**src/rtl/lock_arb_pkg.sv**
```systemverilog
// Shared definitions for the lock arbiter: FSM state encoding and default sizing.
package lock_arb_pkg;

    // Arbiter FSM states; code 2'b11 is never entered and falls back to IDLE.
    typedef enum logic [1:0] {
        IDLE   = 2'b00,
        OWNED  = 2'b01,
        REVOKE = 2'b10
    } arb_state_t;

    localparam int DEF_N        = 4;
    localparam int DEF_HOLD_MAX = 16;

endpackage

```
**src/rtl/rr_pick.sv**
```systemverilog
// Combinational round-robin picker: first set request scanning upward from ptr,
// wrapping modulo N (explicit wrap, so non-power-of-2 N works).
module rr_pick #(
    parameter int N   = 4,
    parameter int IDW = $clog2(N)
) (
    input  logic [N-1:0]   req,
    input  logic [IDW-1:0] ptr,
    output logic [N-1:0]   pick,
    output logic [IDW-1:0] idx,
    output logic           valid
);

    // Index ptr+off, folded back into 0..N-1.
    function automatic logic [IDW-1:0] wrap_add(input logic [IDW-1:0] base, input int off);
        int s;
        s = int'(base) + off;
        if (s >= N) s = s - N;
        return IDW'(s);
    endfunction

    // Scan N positions starting at ptr; the first hit wins.
    always_comb begin
        logic [IDW-1:0] j;
        pick  = '0;
        idx   = '0;
        valid = 1'b0;
        j     = '0;
        for (int i = 0; i < N; i++) begin
            j = wrap_add(ptr, i);
            if (!valid && req[j]) begin
                pick[j] = 1'b1;
                idx     = j;
                valid   = 1'b1;
            end
        end
    end

endmodule

```
**src/rtl/lock_arbiter.sv**
```systemverilog
// Round-robin lock arbiter with bounded tenure: a grant not released within
// HOLD_MAX cycles is forcibly revoked so a stuck owner cannot starve others.
module lock_arbiter
    import lock_arb_pkg::*;
#(
    parameter int N        = DEF_N,
    parameter int HOLD_MAX = DEF_HOLD_MAX,
    parameter int IDW      = $clog2(N)
) (
    input  logic           clk,
    input  logic           reset,
    input  logic [N-1:0]   req,
    input  logic [N-1:0]   rel,
    output logic [N-1:0]   gnt,
    output logic           busy,
    output logic [IDW-1:0] owner,
    output logic           revoke,
    output logic [IDW-1:0] revoked_id
);

    localparam int HCW = $clog2(HOLD_MAX);

    arb_state_t     state_q, state_d;
    logic [HCW-1:0] hold_cnt, hold_d;
    logic [IDW-1:0] ptr, ptr_d;
    logic [N-1:0]   gnt_d;
    logic [IDW-1:0] owner_d;
    logic           revoke_d;
    logic [IDW-1:0] revoked_id_d;

    logic [N-1:0]   pick;
    logic [IDW-1:0] pick_idx;
    logic           pick_valid;

    // Next index after i, with explicit wrap at N-1.
    function automatic logic [IDW-1:0] next_idx(input logic [IDW-1:0] i);
        if (i == IDW'(N - 1)) return '0;
        return i + IDW'(1);
    endfunction

    rr_pick #(.N(N), .IDW(IDW)) u_pick (
        .req   (req),
        .ptr   (ptr),
        .pick  (pick),
        .idx   (pick_idx),
        .valid (pick_valid)
    );

    // Next-state and output decode; everything holds unless a transition says otherwise.
    always_comb begin
        state_d      = state_q;
        hold_d       = hold_cnt;
        ptr_d        = ptr;
        gnt_d        = gnt;
        owner_d      = owner;
        revoke_d     = 1'b0;
        revoked_id_d = revoked_id;
        case (state_q)
            IDLE: begin
                if (pick_valid) begin
                    gnt_d   = pick;
                    owner_d = pick_idx;
                    hold_d  = '0;
                    state_d = OWNED;
                end
            end
            OWNED: begin
                // Release takes priority over a timeout landing in the same cycle.
                if (rel[owner]) begin
                    gnt_d   = '0;
                    ptr_d   = next_idx(owner);
                    state_d = IDLE;
                end else if (hold_cnt == HCW'(HOLD_MAX - 1)) begin
                    gnt_d        = '0;
                    revoke_d     = 1'b1;
                    revoked_id_d = owner;
                    ptr_d        = next_idx(owner);
                    state_d      = REVOKE;
                end else begin
                    hold_d = hold_cnt + HCW'(1);
                end
            end
            REVOKE: begin
                state_d = IDLE;
            end
            default: begin
                gnt_d   = '0;
                state_d = IDLE;
            end
        endcase
    end

    // State and output registers with synchronous reset overriding all events.
    always_ff @(posedge clk) begin
        if (reset) begin
            state_q    <= IDLE;
            hold_cnt   <= '0;
            ptr        <= '0;
            gnt        <= '0;
            owner      <= '0;
            revoke     <= 1'b0;
            revoked_id <= '0;
        end else begin
            state_q    <= state_d;
            hold_cnt   <= hold_d;
            ptr        <= ptr_d;
            gnt        <= gnt_d;
            owner      <= owner_d;
            revoke     <= revoke_d;
            revoked_id <= revoked_id_d;
        end
    end

    assign busy = |gnt;

endmodule

```
**config.mk**
```make
export PLATFORM = sky130hd
export DESIGN_NAME = lock_arbiter
export DESIGN_NICKNAME = d
export VERILOG_FILES = /design/src/rtl/lock_arb_pkg.sv /design/src/rtl/rr_pick.sv /design/src/rtl/lock_arbiter.sv
export SDC_FILE = /design/constraint.sdc
export NUM_CORES = 1
export LEC_CHECK = 0
export ABC_AREA = 1
export ABC_CLOCK_PERIOD_IN_PS = 1900
export CORE_MARGIN = 3
export CORE_UTILIZATION = 47
export DETAILED_ROUTE_END_ITERATION = 12
export PLACE_DENSITY = 0.74
export REMOVE_ABC_BUFFERS = 1
export SYNTH_ARGS = -nofsm -noshare
export SYNTH_HDL_FRONTEND = slang
export SYNTH_SLANG_ARGS = --single-unit
```
**constraint.sdc**
```tcl
create_clock -name clk -period 1.9 [get_ports clk]
set_clock_uncertainty 0.15 [all_clocks]
set_input_delay 0.475 -clock clk [delete_from_list [all_inputs] [get_ports clk]]
set_output_delay 0.475 -clock clk [all_outputs]
set_load 0.01 [all_outputs]
```
==> flow_summary.ini <==
[run_status]
outcome = finished clean

[place]
pre_cts_slack_ps = -316
post-dp-hpwl_mm = 2.43
port-buffer-count = 19
gp_congestion = 0.889
place_area_mm2 = 0.00156
dp_cells = 236

[global_routing]
grt_antenna_before_repair = 0
grt_pass1_wl_mm = 5.29
grtUsageTotal = 0.200
grt_start_max_net_pins = 12
grt_pass1_vias = 1253
grt-ovfl-total = 0

[logic_synthesis]
synth_most_common_cell = nand2_1
synth_cells = 174
ys_types = 29
yosysSeqAreaShare = 0.278
synth.area.top_cells = dfxtp_1 (28%), nand2_1 (13%), ha_1 (9.2%)
syn_avg_cell_area_um2 = 7.03
yosys-top-cells-count = nand2_1 (44), nand3_1 (22), dfxtp_1 (17), a21oi_1 (14), inv_1 (14)
yosysTopAreaCellShare = 0.278
synthArstFlopShare = 0
synth-main-ff-cell = dfxtp_1
netlist_area_mm2 = 0.00122
synth_edf_count = 0
yosysWarningCount = 0
synth_seq_cells = 17
synth_top_cell_by_area = dfxtp_1

[pwr]
p_leak_nw = 0.833
power.density_mw_per_mm2 = 1430
ir_worst_vdd_uv = 1020
power_mw = 2.37

[drt]
wire_per_inst_um = 12.7
first_pass_iters = 4
drc = 0
vias = 1300
wl_mm = 3.08
viasPerCell = 5.37
drtIter0Drc = 25
ant_nets = 0

[layout]
final_cell_area_mm2 = 0.00166
final_layout_size_suffix_gt1_frac = 0.290
area_delta_synth_final_pct = 36.0
diodes = 0
nNetsFinal = 234
stdcell_count = 242

[worst_setup_path]
crit_required_ps = 1270
startpoint_type = flop
cp.arrival_ps = 1270
critPathTopFamily = simple AND/OR/NAND/NOR gates
critPathSlowestCell = or4_1
worstSetupPathType = flop to primary output
cp_slowest_stage_delay_ps = 490
rr_startpoint = ptr[0]
crit_path_end_kind = primary output
crit_chain = or4_1 > buf_2
crit_path_start = gnt[1]
crit_fanout = 2
critPathBufInv = 1

[clock_tree]
clockBufferDepth = 2
cts_tree = done
clkLatencyLatePin_ps = 290
cts_sinks = 17
holdBufCountCts = 0
cts_buffers = 3
cts_root_buf = clkbuf_4
clkTransAtPathRegs_ps = 100
cts_max_level = 1

[floorplanning]
core_area_mm2 = 0.00234
boundaryPins = 20
die_area_mm2 = 0.00325
die_y_um = 57.0
rows = 17
fp.dieW_um = 57.0
start_util = 0.523

[sta]
rsz0062_at_grt = yes
fmax_mhz = 527
slew_violations = 0
setup_violations = 0
post-route-period-util = 0.999
final_hold_viol_count = 0
min_period_ps = 1900
worstMarginPinSlew_ps = 355
setup_ws_ps = 2.70
slew_headroom = 0.763

[run]
cap_violations = 0

[min_path]
min_path_type = flop to flop
min_from = revoked_id[0]
-- routing by layer --
layer | track usage | up-vias | routed length, um
li1 | - | 659 | -
met4 | 0.0530 | 0 | 23
met2 | 0.347 | 45 | 1490
met1 | 0.249 | 591 | 1380
met5 | 0 | - | 0
met3 | 0.0430 | 5 | 185
-- where the power goes --
| part | internal [mW] | switching [mW] | total (mW) |
|---|---|---|---|
| clock | 0.0785 | 0.120 | 0.198 |
| combinational | 0.691 | 0.962 | 1.65 |
| sequential | 0.449 | 0.0712 | 0.520 |
-- tightest hold or removal path: stages (launching register included) --
cell and delay, ps:
dfxtp_1 320, inv_1 60, a21oi_1 50
-- cells by family (layout without fill, tap and decap cells) --
logic type	Yosys count	count (layout)	share of synthesized area
adder cells (fa/ha/maj)	9	9	0.0920
flip-flops	17	17	0.278
AO/OA/AOI/OAI	27	27	0.121
XOR/XNOR	1	1	0.00716
buffers and inverters	19	59	0.0685
AND/OR/NAND/NOR	101	101	0.434
-- state kept, by name, summed over array words and instances, names as in the netlist --
register and flops:
gnt 4, hold_cnt 4, owner 2, ptr 2, revoke 1, revoked_id 2
state_q 2
-- placed cells by master (no fill, tap or decap) --
cell / netlist / final
a22oi_1: 3 / 3
ha_4: 0 / 1
clkdlybuf4s50_1: 0 / 10
o211ai_1: 1 / 1
nand4_1: 2 / 2
dfxtp_1: 17 / 12
dfxtp_2: 0 / 4
clkinv_2: 0 / 1
o21ai_1: 4 / 3
nand2_1: 44 / 39
xor2_1: 1 / 1
buf_2: 0 / 1
dlymetal6s2s_1: 0 / 6
inv_2: 2 / 4
dlygate4sd2_1: 0 / 2
nand3b_1: 1 / 1
nand3_4: 1 / 1
nor3_1: 1 / 1
nor2_4: 1 / 3
nor2_1: 9 / 9
nor2_2: 3 / 1
ha_1: 9 / 8
nand2_2: 7 / 11
or4_1: 1 / 1
nor2_8: 1 / 1
buf_4: 0 / 19
clkbuf_4: 0 / 3
inv_1: 14 / 12
nand2_4: 4 / 5
o21ai_2: 0 / 1
nand3_2: 2 / 2
o21ai_0: 4 / 4
inv_6: 1 / 1
nand3_1: 22 / 22
a211oi_1: 1 / 1
dfxtp_4: 0 / 1
or2_2: 2 / 2
a21oi_1: 14 / 14
-- metrics by stage --
stage                      util  setup TNS, ps  hold WS, ps
after floorplan               -           -491          317
after global placement    0.667          -2020          287
after detailed placement  0.667          -2590          301
after CTS                 0.683          -7.05          316
after global routing      0.711          -89.4          336
final                     0.711              0          317
-- path summary, 6_finish.rpt --
| kind | cells past startpoint | endpoint | slack, ps |
|---|---|---|---|
| max reg2reg | 11 | hold_cnt[3] | 110 |
| max | 2 | busy | 3 |
| min reg2reg | 2 | revoked_id[0] | 320 |
| min | 2 | revoked_id[0] | 320 |
-- layout make-up --
type / instances / area [um^2]
Clock buffer: 3 / 22.5
Clock inverter: 1 / 5.00
Fill cell: 214 / 676
Inverter: 17 / 68.8
Multi-Input combinational cell: 138 / 843
Sequential cell: 17 / 349
Tap cell: 28 / 35.0
Timing Repair Buffer: 38 / 340
-- repair_timing --
| item | 4_1_cts | 5_1_grt |
|---|---|---|
| resized for setup | 10 | 20 |
| pin swaps | 1 | 8 |
| buffers inserted | 0 | 2 |
| endpoints found under the setup margin | 8 | 10 |
| gates cloned | 0 | 0 |
Note: power is estimated with default switching activity, not from simulation.
